==> config.mk <==
export PLATFORM = sky130hd
export DESIGN_NAME = mic_peak_level
export DESIGN_NICKNAME = d
export VERILOG_FILES = /design/src/rtl/audio_pkg.sv /design/src/rtl/level_quant.sv /design/src/rtl/mic_peak_level.sv
export SDC_FILE = /design/constraint.sdc
export NUM_CORES = 1
export LEC_CHECK = 0
export ABC_AREA = 1
export CAP_MARGIN = 20
export CORE_MARGIN = 2
export CORE_UTILIZATION = 40
export CTS_CLUSTER_DIAMETER = 60
export DETAILED_ROUTE_END_ITERATION = 8
export PLACE_DENSITY_LB_ADDON = 0.3
export SLEW_MARGIN = 5
export SYNTH_ARGS = -nofsm -noshare
export SYNTH_HDL_FRONTEND = slang
export SYNTH_SLANG_ARGS = --single-unit
==> constraint.sdc <==
create_clock -name clk -period 3.5 [get_ports clk]
set_input_delay 0.7 -clock clk [delete_from_list [all_inputs] [get_ports clk]]
set_output_delay 0.7 -clock clk [all_outputs]
set_load 0.005 [all_outputs]
==> src/rtl/audio_pkg.sv <==
// Shared audio constants for the mic level meter and the OLED volume display.
package audio_pkg;
  localparam int MIC_W        = 12;
  localparam int LEVEL_W      = 4;
  localparam int LEVEL_SHIFT  = 7;
  localparam int LEVEL_MAX    = 15;
  localparam int BASELINE_DEF = 2048;
endpackage

==> src/rtl/level_quant.sv <==
// Peak-to-level quantizer: subtract the mid-rail, shift down, saturate.
// Purely combinational, no backpressure.
module level_quant
  import audio_pkg::*;
(
  input  logic [MIC_W-1:0]   i_win_peak,
  input  logic [MIC_W-1:0]   i_baseline,
  output logic [LEVEL_W-1:0] o_q
);

  logic [MIC_W-1:0] w_amp;
  logic [MIC_W-1:0] w_shifted;

  assign w_amp     = (i_win_peak > i_baseline) ? (i_win_peak - i_baseline) : '0;
  assign w_shifted = w_amp >> LEVEL_SHIFT;
  assign o_q       = (w_shifted > MIC_W'(LEVEL_MAX)) ? LEVEL_W'(LEVEL_MAX)
                                                     : w_shifted[LEVEL_W-1:0];

endmodule

==> src/rtl/mic_peak_level.sv <==
// Windowed mic peak detector producing a 0..15 level; outputs update on the closing strobe's edge.
// No input backpressure: every sample_valid is accepted. Slow-fall hold enabled by MIC_LEVEL_HOLD_EN.
module mic_peak_level
  import audio_pkg::*;
#(
  parameter int               WINDOW   = 4000,
  parameter logic [MIC_W-1:0] BASELINE = MIC_W'(BASELINE_DEF)
) (
  input  logic               clk,
  input  logic               rst,
  input  logic               sample_valid,
  input  logic [MIC_W-1:0]   mic_in,
  output logic [LEVEL_W-1:0] level,
  output logic               level_valid,
  output logic [MIC_W-1:0]   peak
);

  logic [15:0]        r_cnt;
  logic [MIC_W-1:0]   r_acc_max;
  logic [MIC_W-1:0]   r_peak;
  logic [LEVEL_W-1:0] r_level;
  logic               r_level_valid;

  logic [MIC_W-1:0]   w_win_peak;
  logic               w_close;
  logic [LEVEL_W-1:0] w_q;
  logic [LEVEL_W-1:0] w_next_level;

  // The closing sample takes part in its own window's maximum.
  assign w_win_peak = (mic_in > r_acc_max) ? mic_in : r_acc_max;
  assign w_close    = sample_valid && (r_cnt == 16'(WINDOW - 1));

  level_quant u_quant (
    .i_win_peak (w_win_peak),
    .i_baseline (BASELINE),
    .o_q        (w_q)
  );

`ifdef MIC_LEVEL_HOLD_EN
  // q >= 0 always holds, so the decrement branch never sees level == 0.
  assign w_next_level = (w_q >= r_level) ? w_q : (r_level - LEVEL_W'(1));
`else
  assign w_next_level = w_q;
`endif

  always_ff @(posedge clk) begin
    if (rst) begin
      r_cnt         <= '0;
      r_acc_max     <= '0;
      r_peak        <= '0;
      r_level       <= '0;
      r_level_valid <= 1'b0;
    end else begin
      r_level_valid <= 1'b0;
      if (sample_valid) begin
        r_acc_max <= (r_cnt == '0) ? mic_in : w_win_peak;
        if (w_close) begin
          r_cnt         <= '0;
          r_peak        <= w_win_peak;
          r_level       <= w_next_level;
          r_level_valid <= 1'b1;
        end else begin
          r_cnt <= r_cnt + 16'd1;
        end
      end
    end
  end

  assign level       = r_level;
  assign level_valid = r_level_valid;
  assign peak        = r_peak;

endmodule

Word-level counts from Yosys, hierarchy flattened
Cells that the tools add are included.
W data, S select, Z words.

cells by class
  add/subtract/negate cells = 2
  eq/ne operators = 1
  reductions and logical operators = 4
  bitwise operators = 1
  $lt $le $gt $ge = 3
  mux-type cells = 6

operator list
  cell                      count
  $mux W12                  3
  $add A16 B1 Y16 const B   1
  $eq A16 B12 Y1 const B    1
  $logic_not A16 Y1         1
  $mux W16                  1
  $gt A12 B12 Y1            1
  $gt A12 B12 Y1 const B    1
  $sub A12 B12 Y12 const B  1
  $gt A5 B4 Y1 const B      1
  $mux W4                   1
  $reduce_and A2 Y1         1
  $reduce_or A2 Y1          1
  $logic_and A1 B1 Y1       1
  $mux W1                   1
  $not A1 Y1                1

storage, ports and cells
  register bits = 45
  output and inout bits = 17
  word-level logic and storage cells = 22
  input port bits = 15

Logic depth before layout (Yosys ltp)
  depth after elaboration = 6
  gate-level depth with buffers = 18
  mapped depth without buffers = 17

Modules after synthesis
A second synthesis with hierarchy kept.

second synthesis, totals
  cells, all modules = 558
  area, all modules = 3512.1 sq um

modules (own cells, without submodules)
  module          cells each  sequential area each (sq um)  instances  area an instance (sq um)
  mic_peak_level  400         900.9                         1          2738.9
  level_quant     158         0.0                           1          773.2

Worst setup path after synthesis
No wires, ideal clock.

  kind = in2reg
  start = input mic_in[11]
  end = register r_level[0], in the netlist level[0]
  arrival time = 2075 ps
  required time = 3387 ps
  path buffers = 1
  setup slack = 1312 ps
  cell stages on the path = 13
  setup time = 113 ps
  cells stage by stage = ha_1 a21o_1 nor2_1 nand3_2 nand2_4 buf_6 nand2_1 nand2_2 nand2_1 nor2_1 nand3_2 nand3_1 nand2_1

on the way
  longest elaborated chain between the ends = 6

RTL lines
  element                                             RTL line              RTL
  start, declared                                     mic_peak_level.sv:12  input logic [MIC_W-1:0] mic_in,
  $gt A12 B12 Y1                                      mic_peak_level.sv:30  assign w_win_peak = (mic_in > r_acc_max) ? mic_in : r_acc_max;
  $mux W12 *                                          mic_peak_level.sv:30
  $sub A12 B12 Y12 or $gt A12 B12 Y1 (tied branches)  level_quant.sv:14     assign w_amp = (i_win_peak > i_baseline) ? (i_win_peak - i_baseline) : '0;
  $mux W12 *                                          level_quant.sv:14
  $gt A5 B4 Y1                                        level_quant.sv:16     assign o_q = (w_shifted > MIC_W'(LEVEL_MAX)) ? LEVEL_W'(LEVEL_MAX)
  $mux W4 *                                           level_quant.sv:16
  end signal, assigned                                mic_peak_level.sv:60  r_level <= w_next_level;
  end, declared                                       mic_peak_level.sv:21  logic [LEVEL_W-1:0] r_level;

Mark *: on every way between the ends. The rest lies on a longest branch, timed or not.
A chain may end at the register's enable or synchronous reset.

Final worst setup path
  start = input mic_in[7]
  end = register r_level[1], in the netlist level[1]

Same word-level chain as after synthesis.

==> metrics.cfg <==
[global_routing]
grt_overflow=0
grt_max_degree=25
grtUsageTotal_pct=17.0
antenna_found_initial=0
grt_pass1_vias=2129
grt_pass1_wl_um=9720

[sta]
holdWs_ns=0.456
post-route-period-util_pct=79.8
setup_viol=0
worst_pin_slew_ns=0.924
fmax_mhz=358
hold_viol=0
layout_setup_ws_ns=0.707
finalCriticalPeriod_ns=2.79
rsz0062_at_grt=no
slew_headroom_pct=38.2
fin_worst_skew_ns=0.00676
setup_tns_ns=0
maxSlewViolCount=0

[route]
drt_iter0_markers=107
wire_per_inst_um=12.5
drtPass1Iterations=4
routed_wirelength_um=5600
ant_nets=0
vias=2265
viasPerCell=5.06
drc=0

[die]
num_rows=28
pin_count=32
die_height_um=83.1
core_area_mm2=0.00599
start_util_pct=41.8
die_width_um=83.1
die_area_mm2=0.00691

[critical_path]
arrival_ns=2.99
path_max_fanout=14
endpoint_kind=register
worstPathRequired_ns=3.70
cp-start-kind=input pin
crit_type=in2reg

[logic_synthesis]
netlist_instances=345
synth_area_leaders=dfxtp_1 36%, nand2_1 14%, ha_1 7.0%
synth_nets=374
netlist_area_mm2=0.00250
ys_seq_area_share_pct=36.0
synthArstFlopShare_pct=0
ys_ff_latch=45
yosysTopAreaCell=dfxtp_1
synth_warnings=0
yosysUniqueCellTypes=36
syn_avg_cell_area_um2=7.26
synth_commonest_cells=96 x nand2_1, 45 x dfxtp_1, 36 x inv_1
ys.flop_type=dfxtp_1
synth-edff-count=0
yosys.cell_count.top_type=nand2_1
yosysTopAreaCellShare_pct=36.0

[clock_network]
cts_resized=0
cts_sinks=45
cts_tree=yes
path_clk_slew_ns=0.08
clk_latency_ns=0.30
cts_inserted_buffers=5
clock_path_buffers=2
htree_levels=2
cts-root-buf=clkbuf_8
postCtsHoldBufs=0
post_cts_buffers=0

[placement]
dp_worst_setup_slack_ns=0.387
gp_congestion=0.847
place_inst=440
io_buffers=31
dpl.hpwl_um=4170

[finish]
fillers=595
fin_nets=401
multi_input_area_mm2=0.00136
regArea_um2=901
n_antenna_cell=0
drive_above_1_share_pct=9.65
stdcell_count=448
syn_to_final_growth_pct=17.9

[power]
powerDensity_mw_per_mm2=406
intPower_w=0.000846
max-vdd-ir-drop_mv=0.285
pwr-share-clk_pct=34.6
switching_share_pct=29.4
p_leak_nw=1.19
pwr-share-seq_pct=44.6
p_sw_w=0.000352
p_comb_share_pct=20.7
power.total_w=0.00120

[job]
cap_violations=0

[status]
status=finished, final reports clean

[hold_path]
hp-class=reg2reg

-- critical path, cell delays in order --
cell,delay (ns)
clkdlybuf4s50_1,0.45
ha_1,0.34
nand4_1,0.16
nor3_2,0.13
nand2_1,0.29
nand2_4,0.28
nand2_1,0.07
nand2_1,0.16
nand2_1,0.09
nor2_2,0.09
nand3_2,0.10
nand3_1,0.09
nand2_1,0.05
-- logic make-up after synthesis --
| logic type | Yosys count | synth area share, % |
|---|---|---|
| AOI/OAI and AO/OA | 59 | 13.8 |
| xor gates and xnor gates | 2 | 0.700 |
| adders and majority gates | 14 | 7.00 |
| buffers and inverters | 53 | 9.84 |
| DFF | 45 | 36.0 |
| and+or+nand+nor | 172 | 32.7 |
-- final timing paths --
path	startpoint	end	slack [ns]	depth (start not counted)
worst max-delay path	mic_in[7]	level[1]	0.71	13
worst max register to register	r_acc_max[7]	level[1]	1.19	13
worst min register to register	level[1]	level[1]	0.46	2
worst min-delay path	level[1]	level[1]	0.46	2
-- metrics by stage --
step	instance area (µm²)	utilization, %
floorplan	2500	-
global placement	2830	47.3
detailed placement	2830	47.3
CTS	2950	49.3
global route	2950	49.3
finish	2950	49.3
-- flip-flops by register name (all words and copies together), names as in the netlist --
register     flops
r_acc_max       12
r_cnt           16
level            4
peak            12
level_valid      1
-- cell type report --
class                      count  share of cell area, %
clock buffer                   6                   2.80
clock inverter                 2                   1.27
inverter                      40                   5.26
multi-input combinational    247                   46.0
sequential                    45                   30.5
tap                           75                   3.18
timing repair buffer          33                   11.0
-- cell usage in the layout (no fill, tap or decap), types with 6 or more instances in the layout --
| cell type | instances |
|---|---|
| ha_1 | 14 |
| o211ai_1 | 12 |
| nor2_1 | 19 |
| inv_1 | 36 |
| nand2_1 | 96 |
| nor4_1 | 6 |
| nor3_1 | 7 |
| a21oi_1 | 24 |
| nand3_1 | 14 |
| dfxtp_1 | 45 |
| clkdlybuf4s50_1 | 31 |
| nand2_2 | 7 |
| o21ai_1 | 13 |
| nand3b_1 | 8 |
| clkbuf_8 | 6 |
-- metal layers --
layer	global-route usage, %	wire (µm)	vias up
met5	0	0	-
met4	4.92	116	0
met3	3.18	206	11
met2	29.9	2600	42
met1	21.0	2670	1016
li1	-	-	1196
-- power groups by stage --
stage / clock network (W) / logic [W] / registers (W)
4_1_cts: 0.000428 / 0.000250 / 0.000535
3_5_place_dp: 0 / 0.000249 / 0.000547
6_report: 0.000415 / 0.000249 / 0.000535
5_1_grt: 0.000446 / 0.000283 / 0.000537
3_3_place_gp: 0 / 0.000246 / 0.000547
2_1_floorplan: 0 / 0.000194 / 0.000545
No activity file was read; power rests on OpenSTA's default activity.
==> variant 1 (config.mk and constraints unchanged) <==
Build with the macro `MIC_LEVEL_HOLD_EN` defined.
--- a/src/rtl/mic_peak_level.sv
+++ b/src/rtl/mic_peak_level.sv
@@ -1,5 +1,7 @@
 // Windowed mic peak detector producing a 0..15 level; outputs update on the closing strobe's edge.
 // No input backpressure: every sample_valid is accepted. Slow-fall hold enabled by MIC_LEVEL_HOLD_EN.
+`define MIC_LEVEL_HOLD_EN
+
 module mic_peak_level
   import audio_pkg::*;
 #(
Behaviour: no difference found for any inputs over 10 cycles, from zero or initial values and one cycle with rst high; that may be too few to reach the edited logic, so the function may still have changed.
==> variant 1 against the unedited design <==
  * Routed wire length rose by 24%
  * Final area increased by 26%
  * Total power grew 11%
  * Non-clock buffer count rose by 40
  * Setup slack got worse by 0.33 ns
  * Sequential cell count unchanged
  * Synthesized area rose by 11%
  * Fmax is 10% lower
  * First-iteration DRC count decreased by 11%
  * Critical path type unchanged
==> variant 1: results <==
{
  "status": "completed",
  "cts.clk_slew.worst_paths_ns": 0.10,
  "synth_fp_nets": 418,
  "synth.distinct_cells": 35,
  "nNetsFinal": 485,
  "track_usage_pct": 18.6,
  "slew_headroom_pct": 73.3,
  "min_from": "peak[9]$_SDFFE_PP0P_",
  "place_area_um2": 3410,
  "synthTopCellsByCount": "nand2_1 (73), inv_1 (58), dfxtp_1 (45)",
  "p_leak_uw": 0.00167,
  "clock_skew_ns": 0.00729,
  "wl_per_cell_um": 13.0,
  "grt_pass1_wl_um": 11500,
  "arrival_ns": 3.37,
  "crit_fanout": 6,
  "grt_pass1_vias": 2551,
  "synth_area_leaders": "dfxtp_1 (32%), nand2_1 (9.8%), ha_1 (8.5%), inv_1 (7.8%), nand2_2 (6.5%)",
  "rr_startpoint": "r_acc_max[11]$_SDFFE_PP0P_",
  "post-place-ws_ns": -0.242,
  "dpl.hpwl_um": 5070,
  "peakVddDrop_v": 0.000234,
  "place_congestion": 0.862,
  "fillers": 645,
  "drt_iter0_markers": 95,
  "reg2reg_depth": 21,
  "drive_gt1_share_pct": 26.3
}
==> variant 1: metrics by stage <==
stage | hold WS, ns | power [uW] | util [%] | instances | TNS, ns
6_report | 0.466 | 1340 | 55.3 | 532 | 0
5_1_grt | 0.483 | 1420 | 55.3 | 532 | 0
4_1_cts | 0.464 | 1280 | 51.8 | 527 | 0
3_5_place_dp | 0.450 | 944 | 50.5 | 519 | -0.852
3_3_place_gp | 0.445 | 934 | 50.5 | 519 | -0.451
2_1_floorplan | 0.444 | 795 | - | 384 | 0
==> variant 1: worst max-delay path: stages <==
cell and delay (ns):
dlymetal6s2s_1 0.14, ha_1 0.29, nand2_1 0.09, inv_2 0.04, nand2_2 0.08, inv_1 0.06, nand2_1 0.10, nand3_4 0.11
nand2_4 0.11, buf_12 0.12, nand2_2 0.06, nand2_4 0.09, inv_1 0.04, nand2_1 0.07, inv_1 0.04, ha_1 0.28
inv_1 0.06, nor2_1 0.03, o211ai_1 0.21, o2111ai_2 0.20, buf_4 0.19, nand2_1 0.06, o2111ai_1 0.09, o21ai_1 0.08
==> variant 1: cell families (layout without fill, tap and decap cells) <==
| kind of cell | Yosys count | after routing | synth area share (%) |
|---|---|---|---|
| AO/OA/AOI/OAI | 69 | 69 | 14.7 |
| XOR/XNOR | 5 | 5 | 1.57 |
| adder cells (fa/ha/maj) | 19 | 19 | 8.53 |
| buffers and inverters | 75 | 143 | 11.1 |
| flip-flops | 45 | 45 | 32.3 |
| AND/OR/NAND/NOR | 171 | 171 | 31.7 |
==> variant 1: what timing repair did <==
item,in CTS,in global routing
endpoints found under the setup margin,0,4
gates resized for setup,0,35
setup buffers,0,4
hold buffers,0,0
==> variant 1: where the power goes <==
part,internal (uW),switching [uW],leakage [uW],total (uW)
clock,142,201,0.0000445,343
sequential,527,11.0,0.000365,538
combinational,215,240,0.00126,455
total,885,452,0.00167,1340
==> variant 1: path summary, 6_finish.rpt <==
| check | to | slack, ns |
|---|---|---|
| worst max-delay path | level[2]$_SDFFE_PP0P_ | 0.38 |
| worst min-delay path | peak[9]$_SDFFE_PP0P_ | 0.47 |
| worst max register to register | level[2]$_SDFFE_PP0P_ | 0.49 |
| worst min register to register | peak[9]$_SDFFE_PP0P_ | 0.47 |
==> variant 1: final cells by class <==
class                           count  area share [%]
Timing Repair Buffer               73            18.7
Inverter                           62            6.23
Tap cell                           80            2.68
Clock buffer                        5            1.84
Clock inverter                      3           0.570
Multi-Input combinational cell    264            45.9
Sequential cell                    45            24.1
==> variant 1: per-layer routing <==
layer  part of all wire, %  global-route usage (%)  vias to the layer above
met5                     0                       0                        -
met2                    47                    30.8                       48
met3                   2.9                    2.94                        6
li1                      -                       -                     1381
met1                    49                    25.5                     1217
met4                  0.69                    3.64                        0
==> variant 2 (same settings) <==
Without the edit above. Reset style: asynchronous (`rst`), changed in one clocked block.
--- a/src/rtl/mic_peak_level.sv
+++ b/src/rtl/mic_peak_level.sv
@@ -43,7 +43,7 @@
   assign w_next_level = w_q;
 `endif
 
-  always_ff @(posedge clk) begin
+  always_ff @(posedge clk or posedge rst) begin
     if (rst) begin
       r_cnt         <= '0;
       r_acc_max     <= '0;
Check against the original RTL: same outputs for any inputs over 10 cycles, from zero or initial values and one cycle with rst high; that may be too few to reach the edited logic, so the function may still have changed.
==> variant 2 against the unedited design <==
  * Routed wire length increased by 4.8%
  * Non-clock buffer count increased by 2
  * Utilization decreased by 0.27 points
  * Count of clock-buffer cells in the layout decreased by 1
  * Final area increased by 6.6%
  * Sequential share of layout area increased by 5.3 points
  * Sequential cell count unchanged
  * Setup slack got worse by 0.017 ns
  * Synthesized area increased by 7.6%
  * Critical path type unchanged
  * Critical endpoint is now level[2]$_DFFE_PP0P_
Power is not compared: it rests on default switching activity, and its combinational part moved more than twofold at a synthesized area within 25%.
==> variant 2: results <==
{
  "status": "completed",
  "synth_area_per_cell_um2": 7.97,
  "diodes": 0,
  "r2r_setup_slack_ns": 1.12,
  "post-place-ws_ns": 0.362,
  "fin_area_um2": 3150,
  "grt_max_degree": 32,
  "drive_gt1_share_pct": 10.0,
  "dpl.hpwl_um": 4440,
  "clock_area_share_pct": 2.98,
  "drt_iter0_markers": 111,
  "grt_pass1_wl_um": 10100,
  "min_path_type": "reg -> reg",
  "cts_buffers": 5,
  "synth-compound-area-share_pct": 13.1,
  "arrival_ns": 3.01,
  "cp_slowest_stage_delay_ns": 0.44,
  "clock_skew_ns": 0.0103,
  "nNetsFinal": 398,
  "async_reset_ff_share_pct": 100,
  "antenna_found_initial": 0,
  "track_usage_pct": 17.0,
  "synth_fp_nets": 367,
  "power.density_nw_per_um2": 573,
  "wl_um": 5870,
  "num-multi-input-gates": 233,
  "synth_fa_ha_area_share_pct": 6.50,
  "final_core_util_pct": 49.0,
  "whs_ns": 0.487,
  "peakVddDrop_v": 0.000325,
  "place_congestion": 0.884,
  "seq_share_pct": 35.8,
  "nNonClkBuffers": 35,
  "worst_slew_pin_slew_ns": 0.565,
  "synth.distinct_cells": 34,
  "vias": 2324,
  "cts.clk_slew.worst_paths_ns": 0.09,
  "htree_levels": 2,
  "place_area_um2": 3050,
  "synthXorXnorAreaFrac_pct": 1.30,
  "avgViaCountPerCell": 5.20,
  "p_leak_uw": 0.00153,
  "cts-root-buf": "clkbuf_8",
  "firstDrtPassIters": 4,
  "clk_path_buf_depth": 2,
  "synthFlopType": "dfrtp_1",
  "synthTopCellsByCount": "nand2_1 (67), inv_1 (46), dfrtp_1 (45)",
  "nonClkBufAreaFrac_pct": 10.8,
  "multi_input_comb_area_um2": 1310,
  "setup_slack_ns": 0.690,
  "postCtsSetupRepairBufs": 0,
  "p_clk_uw": 343,
  "clk_latency_ns": 0.31,
  "dp.cells": 439,
  "fillers": 608,
  "inverters": 49,
  "cp_slowest_cell": "clkdlybuf4s50_1",
  "synth_area_leaders": "dfrtp_1 (42%), nand2_1 (9.3%), ha_1 (6.5%), inv_1 (6.4%), a21oi_1 (4.3%)",
  "path_delay_family": "simple AND/OR/NAND/NOR gates",
  "ys_seq_area_share_pct": 41.8
}
variant 2: metal layers:
metal | vias to the layer above | part of all wire, % | global-route usage, %
met5 | - | 0 | 0
met4 | 0 | 2.1 | 7.50
met3 | 13 | 3.8 | 2.79
met2 | 51 | 47 | 26.9
met1 | 1083 | 48 | 22.8
li1 | 1177 | - | -
variant 2: final timing paths:
path,end,start,depth (start not counted)
worst max-delay path,level[2]$_DFFE_PP0P_,mic_in[9],14
worst min-delay path,r_cnt[15]$_DFFE_PP0P_,r_cnt[15]$_DFFE_PP0P_,1
worst max register to register,level[2]$_DFFE_PP0P_,r_acc_max[9]$_DFFE_PP0P_,14
worst min register to register,r_cnt[15]$_DFFE_PP0P_,r_cnt[15]$_DFFE_PP0P_,1
max in group asynchronous,peak[6]$_DFFE_PP0P_,rst,3
min in group asynchronous,level[3]$_DFFE_PP0P_,rst,2
